[config.mk]
export PLATFORM = sky130hd
export DESIGN_NAME = alu_issue_flat
export DESIGN_NICKNAME = d
export VERILOG_FILES = /design/src/rtl/alu_pkg.sv /design/src/rtl/alu_issue_if.sv /design/src/rtl/alu_decode.sv /design/src/rtl/alu_issue.sv /design/src/flat_wrapper.sv
export SDC_FILE = /design/constraint.sdc
export NUM_CORES = 1
export LEC_CHECK = 0
export ABC_CLOCK_PERIOD_IN_PS = 6120
export CORE_ASPECT_RATIO = 1.4
export CORE_MARGIN = 2
export CORE_UTILIZATION = 50
export CTS_CLUSTER_SIZE = 40
export DETAILED_ROUTE_END_ITERATION = 6
export GPL_ROUTABILITY_DRIVEN = 0
export GPL_TIMING_DRIVEN = 0
export PLACE_DENSITY = 0.9
export REMOVE_ABC_BUFFERS = 1
export SYNTH_ARGS = -nofsm -noshare
export SYNTH_HDL_FRONTEND = slang
export SYNTH_SLANG_ARGS = --single-unit
[constraint.sdc]
create_clock -name clk -period 6.12 [get_ports clk]
set_clock_uncertainty 0.05 [all_clocks]
set_input_delay 1.224 -clock clk [delete_from_list [all_inputs] [get_ports clk]]
set_output_delay 1.224 -clock clk [all_outputs]
set_load 0.02 [all_outputs]
[src/rtl/alu_pkg.sv]
`default_nettype none
// ============================================================================
//  Module   : alu_pkg
//  Purpose  : Shared constants and types for the ALU decode-and-issue stage.
//  Revision : 1.0 - initial release
// ============================================================================
package alu_pkg;

  // ALU operation codes presented to the execute stage
  localparam logic [3:0] OP_ADD  = 4'b0000;
  localparam logic [3:0] OP_SLL  = 4'b0001;
  localparam logic [3:0] OP_SLT  = 4'b0010;
  localparam logic [3:0] OP_SLTU = 4'b0011;
  localparam logic [3:0] OP_XOR  = 4'b0100;
  localparam logic [3:0] OP_SRL  = 4'b0101;
  localparam logic [3:0] OP_OR   = 4'b0110;
  localparam logic [3:0] OP_AND  = 4'b0111;
  localparam logic [3:0] OP_SUB  = 4'b1000;
  localparam logic [3:0] OP_SRA  = 4'b1101;

  // RV32I major opcodes handled by this stage
  localparam logic [6:0] OPC_OP    = 7'b0110011;
  localparam logic [6:0] OPC_OPIMM = 7'b0010011;

  // funct7 encodings: base form and the sub/sra alternate form
  localparam logic [6:0] F7_BASE = 7'b0000000;
  localparam logic [6:0] F7_ALT  = 7'b0100000;

  // One decoded, issue-ready instruction
  typedef struct packed {
    logic [31:0] a;
    logic [31:0] b;
    logic [3:0]  op;
    logic [4:0]  rd;
    logic        rd_we;
    logic        illegal;
  } issue_entry_t;

  // The alternate-form bit lands in op[3]; funct3 fills the low bits
  function automatic logic [3:0] f3_to_op(input logic [2:0] f3, input logic alt);
    return {alt, f3};
  endfunction

endpackage
`default_nettype wire

[src/rtl/alu_issue_if.sv]
`default_nettype none
// ============================================================================
//  Module   : alu_issue_if
//  Purpose  : Upstream (instruction) and downstream (ALU) handshake bundle
//             of the decode-and-issue stage.
//  Revision : 1.0 - initial release
// ============================================================================
interface alu_issue_if;
  // upstream side
  logic        in_valid;
  logic        in_ready;
  logic [31:0] inst;
  logic [31:0] rs1_data;
  logic [31:0] rs2_data;
  // downstream side
  logic        out_valid;
  logic        out_ready;
  logic [31:0] alu_a;
  logic [31:0] alu_b;
  logic [3:0]  alu_op;
  logic [4:0]  rd;
  logic        rd_we;
  logic        illegal;

  // environment view: produces instructions, consumes issued ops
  modport master (
    output in_valid, inst, rs1_data, rs2_data, out_ready,
    input  in_ready, out_valid, alu_a, alu_b, alu_op, rd, rd_we, illegal
  );

  // issue-stage view
  modport slave (
    input  in_valid, inst, rs1_data, rs2_data, out_ready,
    output in_ready, out_valid, alu_a, alu_b, alu_op, rd, rd_we, illegal
  );
endinterface
`default_nettype wire

[src/rtl/alu_decode.sv]
`default_nettype none
// ============================================================================
//  Module   : alu_decode
//  Purpose  : Combinational RV32I integer-ALU decoder producing operands,
//             ALU op, destination and an illegal flag.
//  Revision : 1.0 - initial release
// ============================================================================
module alu_decode
  import alu_pkg::*;
(
  input  wire logic [31:0] inst_i,
  input  wire logic [31:0] rs1_data_i,
  input  wire logic [31:0] rs2_data_i,
  output issue_entry_t     entry_o
);

  logic [6:0] opcode;
  logic [2:0] f3;
  logic [6:0] f7;
  logic       legal;
  logic [31:0] a_raw;
  logic [31:0] b_raw;
  logic [3:0]  op_raw;

  assign opcode = inst_i[6:0];
  assign f3     = inst_i[14:12];
  assign f7     = inst_i[31:25];

  // rs1 index is resolved by the register file upstream, not needed here
  logic unused_rs1_idx;
  assign unused_rs1_idx = ^inst_i[19:15];

  // Classify the instruction and select raw operands/op
  always_comb begin
    legal  = 1'b0;
    a_raw  = rs1_data_i;
    b_raw  = rs2_data_i;
    op_raw = OP_ADD;
    case (opcode)
      OPC_OP: begin
        legal  = (f7 == F7_BASE) ||
                 ((f7 == F7_ALT) && ((f3 == 3'b000) || (f3 == 3'b101)));
        op_raw = f3_to_op(f3, f7 == F7_ALT);
      end
      OPC_OPIMM: begin
        case (f3)
          3'b001: begin
            legal  = (f7 == F7_BASE);
            b_raw  = {27'b0, inst_i[24:20]};
            op_raw = OP_SLL;
          end
          3'b101: begin
            legal  = (f7 == F7_BASE) || (f7 == F7_ALT);
            b_raw  = {27'b0, inst_i[24:20]};
            op_raw = f3_to_op(f3, f7 == F7_ALT);
          end
          default: begin
            // addi has no sub form, so op[3] is always clear here
            legal  = 1'b1;
            b_raw  = {{20{inst_i[31]}}, inst_i[31:20]};
            op_raw = f3_to_op(f3, 1'b0);
          end
        endcase
      end
      default: legal = 1'b0;
    endcase
  end

  // Illegal entries still issue, but carry neutral operands and no write
  always_comb begin
    entry_o.rd      = inst_i[11:7];
    entry_o.illegal = ~legal;
    entry_o.a       = legal ? a_raw  : 32'd0;
    entry_o.b       = legal ? b_raw  : 32'd0;
    entry_o.op      = legal ? op_raw : OP_ADD;
    entry_o.rd_we   = legal && (inst_i[11:7] != 5'd0);
  end

endmodule
`default_nettype wire

[src/rtl/alu_issue.sv]
`default_nettype none
// ============================================================================
//  Module   : alu_issue
//  Purpose  : Decode-and-issue stage: decodes RV32I ALU instructions and
//             buffers them in a 2-entry FIFO ahead of the ALU.
//  Revision : 1.0 - initial release
// ============================================================================
module alu_issue
  import alu_pkg::*;
#(
  parameter int DEPTH = 2
) (
  input  wire logic   clk,
  input  wire logic   rst,
  input  wire logic   flush,
  alu_issue_if.slave  bus
);

  issue_entry_t dec_entry;
  issue_entry_t mem_q [DEPTH];
  issue_entry_t head;
  logic [1:0]   count_q, count_d;
  logic         wptr_q, wptr_d;
  logic         rptr_q, rptr_d;
  logic         push, pop;

  alu_decode u_decode (
    .inst_i     (bus.inst),
    .rs1_data_i (bus.rs1_data),
    .rs2_data_i (bus.rs2_data),
    .entry_o    (dec_entry)
  );

  // in_ready depends only on stored count, so a pop never opens a full buffer early
  assign bus.in_ready  = (count_q != 2'(DEPTH));
  assign bus.out_valid = (count_q != 2'd0);
  assign push          = bus.in_valid && bus.in_ready && !flush;
  assign pop           = bus.out_valid && bus.out_ready;

  assign head          = mem_q[rptr_q];
  assign bus.alu_a     = head.a;
  assign bus.alu_b     = head.b;
  assign bus.alu_op    = head.op;
  assign bus.rd        = head.rd;
  assign bus.rd_we     = head.rd_we;
  assign bus.illegal   = head.illegal;

  // Next pointer/count state; flush empties the buffer and drops any push
  always_comb begin
    count_d = count_q;
    wptr_d  = wptr_q;
    rptr_d  = rptr_q;
    if (flush) begin
      count_d = 2'd0;
      wptr_d  = 1'b0;
      rptr_d  = 1'b0;
    end else begin
      if (push) wptr_d = ~wptr_q;
      if (pop)  rptr_d = ~rptr_q;
      case ({push, pop})
        2'b10:   count_d = count_q + 2'd1;
        2'b01:   count_d = count_q - 2'd1;
        default: count_d = count_q;
      endcase
    end
  end

  // State and storage registers; reset clears entries so outputs read zero
  always_ff @(posedge clk) begin
    if (rst) begin
      count_q <= 2'd0;
      wptr_q  <= 1'b0;
      rptr_q  <= 1'b0;
      for (int i = 0; i < DEPTH; i++) mem_q[i] <= '0;
    end else begin
      count_q <= count_d;
      wptr_q  <= wptr_d;
      rptr_q  <= rptr_d;
      if (push) mem_q[wptr_q] <= dec_entry;
    end
  end

endmodule
`default_nettype wire

[src/flat_wrapper.sv]
// flat-port wrapper written by rule: the top's interface ports become plain ports
module alu_issue_flat import alu_pkg::*;
#(
  parameter int DEPTH = 2
)
  (clk, rst, flush, bus_in_valid, bus_inst, bus_rs1_data, bus_rs2_data, bus_out_ready, bus_in_ready, bus_out_valid, bus_alu_a, bus_alu_b, bus_alu_op, bus_rd, bus_rd_we, bus_illegal);
  alu_issue_if bus_i ();
  input  wire logic clk;
  input  wire logic rst;
  input  wire logic flush;
  input wire logic [$bits(bus_i.in_valid)-1:0] bus_in_valid;
  input wire logic [$bits(bus_i.inst)-1:0] bus_inst;
  input wire logic [$bits(bus_i.rs1_data)-1:0] bus_rs1_data;
  input wire logic [$bits(bus_i.rs2_data)-1:0] bus_rs2_data;
  input wire logic [$bits(bus_i.out_ready)-1:0] bus_out_ready;
  output wire logic [$bits(bus_i.in_ready)-1:0] bus_in_ready;
  output wire logic [$bits(bus_i.out_valid)-1:0] bus_out_valid;
  output wire logic [$bits(bus_i.alu_a)-1:0] bus_alu_a;
  output wire logic [$bits(bus_i.alu_b)-1:0] bus_alu_b;
  output wire logic [$bits(bus_i.alu_op)-1:0] bus_alu_op;
  output wire logic [$bits(bus_i.rd)-1:0] bus_rd;
  output wire logic [$bits(bus_i.rd_we)-1:0] bus_rd_we;
  output wire logic [$bits(bus_i.illegal)-1:0] bus_illegal;
  assign bus_i.in_valid = bus_in_valid;
  assign bus_i.inst = bus_inst;
  assign bus_i.rs1_data = bus_rs1_data;
  assign bus_i.rs2_data = bus_rs2_data;
  assign bus_i.out_ready = bus_out_ready;
  assign bus_in_ready = bus_i.in_ready;
  assign bus_out_valid = bus_i.out_valid;
  assign bus_alu_a = bus_i.alu_a;
  assign bus_alu_b = bus_i.alu_b;
  assign bus_alu_op = bus_i.alu_op;
  assign bus_rd = bus_i.rd;
  assign bus_rd_we = bus_i.rd_we;
  assign bus_illegal = bus_i.illegal;
  alu_issue #(.DEPTH(DEPTH)) u_core (.clk(clk), .rst(rst), .flush(flush), .bus(bus_i));
endmodule
==> results.py, run 1 <==
metrics = {
    "layout": {
        "drive_above_1_share_pct": 23.0,
        "instances_no_fill": 864,
        "diodes": 0,
        "fin_nets": 765,
        "area_growth_pct": 34.0,
    },
    "yosys": {
        "syn_avg_cell_area_um2": 14.6,
        "yosys-mux-area-fraction_pct": 12.9,
        "synth_top_family_by_area": "simple AND/OR/NAND/NOR gates",
        "ys_seq_elements": 155,
        "synth-xor-area-share_pct": 0.592,
        "synth_top_area_share_pct": 60.9,
        "yosysTopAreaCell": "edfxtp_1",
        "ys_warn_count": 0,
        "synth_compound_area_share_pct": 2.33,
        "ys_top_cells_by_area": "edfxtp_1 (61%), mux2_2 (11%), nor3b_1 (7.1%)",
        "synth_ff_type": "edfxtp_1",
        "ys_seq_area_share_pct": 62.2,
        "synthesis.area_mm2": 0.00740,
        "synth_adder_area_share_pct": 0.169,
        "yosys.area_share.simple_pct": 18.0,
        "syn_inst": 508,
        "yosysUniqueCellTypes": 39,
        "async_reset_ff_share_pct": 0,
        "synth_edf_count": 150,
    },
    "setup_path": {
        "crit_chain": "buf_12 > mux2_2 > clkdlybuf4s50_1",
        "reg2regPathDepth": 4,
        "slowest_stage": "dfxtp_4",
        "cpPeakStageDelay_ns": 0.67,
        "end_kind": "primary output",
        "arrival_ns": 2.36,
        "cp-start-kind": "register",
        "path_max_fanout": 41,
        "worstPathRequired_ns": 4.85,
        "path_class": "reg -> out",
    },
    "sta": {
        "final-setup-viol-count": 0,
        "period_share_pct": 59.4,
        "fmaxAchievable_mhz": 275,
        "maxSlewViolCount": 0,
        "rsz0062_at_grt": "no",
        "post-route-min-period_ns": 3.64,
        "setup_tns_ns": 0,
        "hold_viol": 0,
        "worst_pin_slew_ns": 1.01,
        "slew_headroom_pct": 32.7,
    },
    "detailed_routing": {
        "routedWlPerCell_um": 19.2,
        "first_iter_violations": 269,
        "ant_nets": 0,
        "first_pass_iters": 4,
        "drc": 0,
        "num_vias": 4864,
        "wirelength_mm": 16.6,
        "vias_per_cell": 5.63,
    },
    "global_routing": {
        "grt_usage_pct": 21.8,
        "grt_pass1_vias": 5384,
        "antenna_found_initial": 0,
        "grt_overflow_total": 0,
        "grt_pass1_wl_mm": 26.5,
        "grt_max_degree": 70,
    },
    "min_path": {
        "min-delay-path-class": "reg -> reg",
        "whs_path_depth": 2,
    },
    "floorplan": {
        "ios": 178,
        "rows": 52,
        "start_util_pct": 51.2,
        "die_area_mm2": 0.0158,
        "die_h_um": 148,
        "core_area_mm2": 0.0144,
        "die_w_um": 107,
    },
    "flow_run": {
        "maxCapViolCount": 0,
    },
    "placement": {
        "placedCellCount": 833,
        "numPortBuffers": 172,
        "place_hpwl_mm": 10.7,
    },
    "clock_network": {
        "clock_sinks": 155,
        "post_cts_resized": 0,
        "htreeDepth": 4,
        "cts_root_buf": "clkbuf_16",
        "ctsHoldBuffers": 0,
        "clock_latency_ns": 0.41,
        "cts_buffers": 17,
        "clk_pin_slew_ns": 0.07,
        "cts_tree": "done",
        "cts_setup_buffers": 0,
        "cts_buffer_depth": 2,
    },
    "power_and_ir_drop": {
        "peakVddDrop_mv": 0.166,
        "leakage_nw": 3.34,
        "powerDensity_mw_per_mm2": 265,
    },
    "outcome": {
        "status": "completed",
    },
}
[layer usage]
metal	routed length (µm)	vias to the layer above	global-route usage, %
met5	0	-	0
met4	273	0	8.96
met3	822	23	4.67
met2	9090	164	40.4
met1	6390	2435	23.7
li1	-	2242	-
[through the flow]
stage | total power, mW | hold slack (ns) | instance area, µm² | util (%) | setup WS [ns]
after detailed placement | 1.54 | 0.495 | 9290 | 64.3 | 2.15
after global routing | 2.71 | 0.562 | 9920 | 68.7 | 2.33
final | 2.63 | 0.506 | 9920 | 68.7 | 2.48
after CTS | 2.65 | 0.499 | 9920 | 68.7 | 2.42
after global placement | 1.52 | 0.484 | 9090 | 62.9 | -1.93
after floorplan | 1.38 | 0.468 | 7130 | - | 0.489
[layout make-up]
cell class / instances / area, µm²
well taps: 189 / 236
inverters: 2 / 7.51
flip-flops and latches: 155 / 4610
multi-input cells: 306 / 2540
clock buffers: 18 / 429
clock inverters: 13 / 193
repair buffers: 181 / 1900
fillers: 1011 / 4530
[flip-flops by register name (all words and copies together), names as in the netlist, named ones only]
name,cells
u_core.count_q,2
u_core.mem_q,150
u_core.wptr_q,1
u_core.rptr_q,1
[cells in the final DEF (no fill, tap or decap), drive strengths merged, types with 3 or more instances in the layout]
cell type,netlist,final
nor3b,70,70
clkbuf,8,18
edfxtp,150,150
clkinv,0,3
inv,2,5
clkdlybuf4s50,0,172
dfxtp,5,5
nand2b,3,3
nor3,73,73
mux2,75,75
nor2,4,4
xnor2,3,3
and2,19,19
o21ai,22,22
or2,3,3
bufinv,0,4
mux2i,11,11
clkinvlp,0,3
buf,37,9
[cell families after synthesis]
logic type	after synthesis
fa+ha+maj	1
compound gates	29
flops	155
buf+inv	47
xor+xnor	5
simple gates	185
mux	86
[synthesized netlist by cell type (2+ instances only)]
library cell    n
edfxtp_1      150
mux2_2         75
nor3b_1        70
nor3_1         46
nor3_2         27
buf_2          25
o21ai_0        22
and2_1         18
mux2i_1        11
clkbuf_1        8
buf_4           7
dfxtp_1         5
buf_6           4
nor2_1          4
or2_2           3
xnor2_1         3
inv_1           2
nand2_1         2
nand2b_1        2
nand3_4         2
nor2b_1         2
o21a_1          2
xor2_1          2
[report_power, final]
part           internal (mW)  switching [mW]
combinational          0.156           0.142
clock                  0.686           0.423
sequential              1.21          0.0137
[worst max-delay path, delay by kind of cell, from the launching register on]
kind | cells | cell delay, ns
buffers and inverters | 2 | 0.87
flip-flops | 1 | 0.67
multiplexers | 1 | 0.38
[path summary, 6_finish.rpt]
path                                         from                   to  slack (ns)
worst min register to register      u_core.rptr_q             register        0.51
worst max-delay path                     register            bus_rd[1]        2.48
worst max register to register  u_core.count_q[0]  u_core.mem_q[1][44]        3.58
worst min-delay path                u_core.rptr_q             register        0.51
No activity file was read; power rests on OpenSTA's default activity.
==> inputs of run 2 (changes only) <==
--- a/config.mk
+++ b/config.mk
@@ -5,15 +5,15 @@
 export SDC_FILE = /design/constraint.sdc
 export NUM_CORES = 1
 export LEC_CHECK = 0
-export ABC_CLOCK_PERIOD_IN_PS = 6120
+export ABC_CLOCK_PERIOD_IN_PS = 3300
 export CORE_ASPECT_RATIO = 1.4
 export CORE_MARGIN = 2
-export CORE_UTILIZATION = 50
+export CORE_UTILIZATION = 45
 export CTS_CLUSTER_SIZE = 40
 export DETAILED_ROUTE_END_ITERATION = 6
 export GPL_ROUTABILITY_DRIVEN = 0
 export GPL_TIMING_DRIVEN = 0
-export PLACE_DENSITY = 0.9
+export PLACE_DENSITY = 0.86
 export REMOVE_ABC_BUFFERS = 1
 export SYNTH_ARGS = -nofsm -noshare
 export SYNTH_HDL_FRONTEND = slang
==> constraint.sdc (replaced) <==
create_clock -name clk -period 3.3 [get_ports clk]
set_clock_uncertainty 0.05 [all_clocks]
set_input_delay 0.66 -clock clk [delete_from_list [all_inputs] [get_ports clk]]
set_output_delay 0.66 -clock clk [all_outputs]
set_load 0.02 [all_outputs]
==> run 2 against run 1 <==
- critical endpoint is now bus_alu_b[17]
- highest routed layer unchanged
- core utilization is 7.3 points lower
- non-clock buffer count down 1
- sequential share of layout area grew 0.18 points
- combinational power rose by 88%
- flip-flop and latch count unchanged
==> results.py, run 2 (same netlist as run 1, synthesis figures left out) <==
metrics = {
    "layout": {
        "fin_nets": 764,
        "area_growth_pct": 33.5,
        "largest-register": "u_core.mem_q",
        "final_cell_mix": "clkdlybuf4s50_1 (172), edfxtp_1 (150), mux2_2 (75)",
        "largest_reg_flops": 150,
        "drive_above_1_share_pct": 23.0,
        "instances_no_fill": 874,
        "diodes": 0,
        "final_area_mm2": 0.00988,
        "fillers": 1255,
        "largest_registers": "u_core.mem_q x150, u_core.count_q x2",
        "multiInputGateArea_mm2": 0.00254,
        "final_common_cell": "clkdlybuf4s50_1",
        "regArea_mm2": 0.00461,
    },
    "sta": {
        "final-setup-viol-count": 0,
        "rsz0062_at_grt": "no",
        "worst_pin_slew_ns": 1.03,
        "maxSlewViolCount": 0,
        "hold_viol": 0,
        "post-route-min-period_ns": 3.05,
        "period_share_pct": 92.3,
        "fmaxAchievable_mhz": 328,
        "slew_headroom_pct": 31.1,
    },
    "floorplan": {
        "start_util_pct": 46.0,
        "core_area_mm2": 0.0161,
        "die_w_um": 112,
        "rows": 55,
        "ios": 178,
        "die_h_um": 156,
        "die_area_mm2": 0.0175,
    },
    "setup_path": {
        "critPathBufInv": 2,
        "r2r-end": "u_core.mem_q[0][70]",
        "end_kind": "primary output",
        "crit_chain": "buf_16 > mux2_2 > clkdlybuf4s50_1",
        "crit_family": "buffers and inverters",
        "r2r_start": "u_core.count_q[0]",
        "cp-start-kind": "register",
        "arrival_ns": 2.34,
        "r2r_setup_slack_ns": 0.73,
        "cpPeakStageDelay_ns": 0.63,
        "worstPathRequired_ns": 2.59,
        "path_max_fanout": 46,
        "path_class": "reg -> out",
        "reg2regPathDepth": 4,
        "slowest_stage": "dfxtp_4",
    },
    "detailed_routing": {
        "first_iter_violations": 203,
        "wirelength_mm": 16.9,
        "vias_per_cell": 5.61,
        "ant_nets": 0,
        "num_vias": 4903,
        "routedWlPerCell_um": 19.3,
        "first_pass_iters": 5,
        "drc": 0,
    },
    "clock_network": {
        "post_cts_resized": 0,
        "clock_sinks": 155,
        "cts_tree": "done",
        "clk_pin_slew_ns": 0.07,
        "clock_latency_ns": 0.42,
        "cts_buffer_depth": 2,
        "cts_root_buf": "clkbuf_16",
        "htreeDepth": 4,
        "ctsHoldBuffers": 0,
        "cts_setup_buffers": 0,
        "cts_buffers": 17,
    },
    "min_path": {
        "whs_path_depth": 2,
        "worst_hold_path.endpoint": "u_core.rptr_q",
        "min-delay-path-class": "reg -> reg",
        "worstHoldStart": "u_core.rptr_q",
    },
    "global_routing": {
        "grt_pass1_wl_mm": 26.8,
        "grt_overflow_total": 0,
        "grt_pass1_vias": 5391,
        "antenna_found_initial": 0,
        "grt_max_degree": 70,
        "grt_usage_pct": 19.4,
    },
    "power_and_ir_drop": {
        "p_int_mw": 3.58,
        "switching_share_pct": 23.8,
        "combPwrFrac_pct": 11.9,
        "p_sw_mw": 1.12,
        "p_seq_share_pct": 48.1,
        "p_clk_share_pct": 40.0,
        "power_mw": 4.70,
        "leakage_nw": 3.32,
        "powerDensity_mw_per_mm2": 476,
        "peakVddDrop_mv": 0.278,
    },
    "placement": {
        "placedCellCount": 842,
        "numPortBuffers": 172,
        "place_hpwl_mm": 11.0,
        "place_area_mm2": 0.00931,
    },
    "outcome": {
        "status": "completed",
    },
    "flow_run": {
        "maxCapViolCount": 0,
    },
}
==> run 2: cell types whose count changed in the layout (fill, tap and decap cells not counted), sizes merged <==
cell | previous run | this run
buf | 9 | 8
bufinv | 4 | 1
clkinv | 3 | 6
clkinvlp | 3 | 1
inv | 5 | 8
==> run 2: how the worst max path moves through the flow <==
| stage | end | depth (start not counted) | from |
|---|---|---|---|
| finish | bus_alu_b[17] | 3 | register |
| detailed placement | u_core.mem_q[1][47] | 5 | rst |
| global placement | u_core.mem_q[0][60] | 4 | bus_in_valid |
| floorplan | u_core.mem_q[0][0] | 3 | bus_in_valid |
| CTS | bus_alu_b[4] | 3 | register |
| global route | u_core.mem_q[0][47] | 5 | rst |
==> run 2: power groups by stage <==
stage | Clock [mW] | Combinational [mW] | Sequential [mW]
final | 1.88 | 0.559 | 2.26
after global routing | 2.00 | 0.591 | 2.27
after CTS | 1.90 | 0.562 | 2.26
after detailed placement | 0 | 0.559 | 2.31
after global placement | 0 | 0.507 | 2.32
after floorplan | 0 | 0.244 | 2.31
==> run 2: final cells by class <==
type | count | area share [%]
Timing Repair Buffer | 180 | 19.3
Sequential cell | 155 | 46.7
Inverter | 2 | 0.0760
Multi-Input combinational cell | 306 | 25.8
Clock buffer | 18 | 4.35
Tap cell | 199 | 2.52
Clock inverter | 14 | 1.36
==> run 2: worst register-to-register path, cell delays in order (launching register included) <==
cell and delay (ns):
dfxtp_1 0.40, nand2b_2 0.18, and4b_1 0.37, nand3_4 0.75, nor3b_1 0.61
==> run 2: metal layers <==
metal  global-route usage [%]  wire length (µm)
met1                     22.4              6620
met2                     35.2              9090
met3                     4.04               741
met4                     7.72               418
met5                        0                 0
==> run 2: through the flow <==
step	util (%)	hold WS (ns)	setup TNS, ns	worst slack [ns]
after floorplan	-	0.468	-349.37	-1.77
after global placement	56.5	0.484	-883.08	-4.07
after detailed placement	57.8	0.499	-1.75	-0.0833
after CTS	61.3	0.512	0	0.230
after global routing	61.3	0.542	0	0.120
final	61.3	0.512	0	0.253
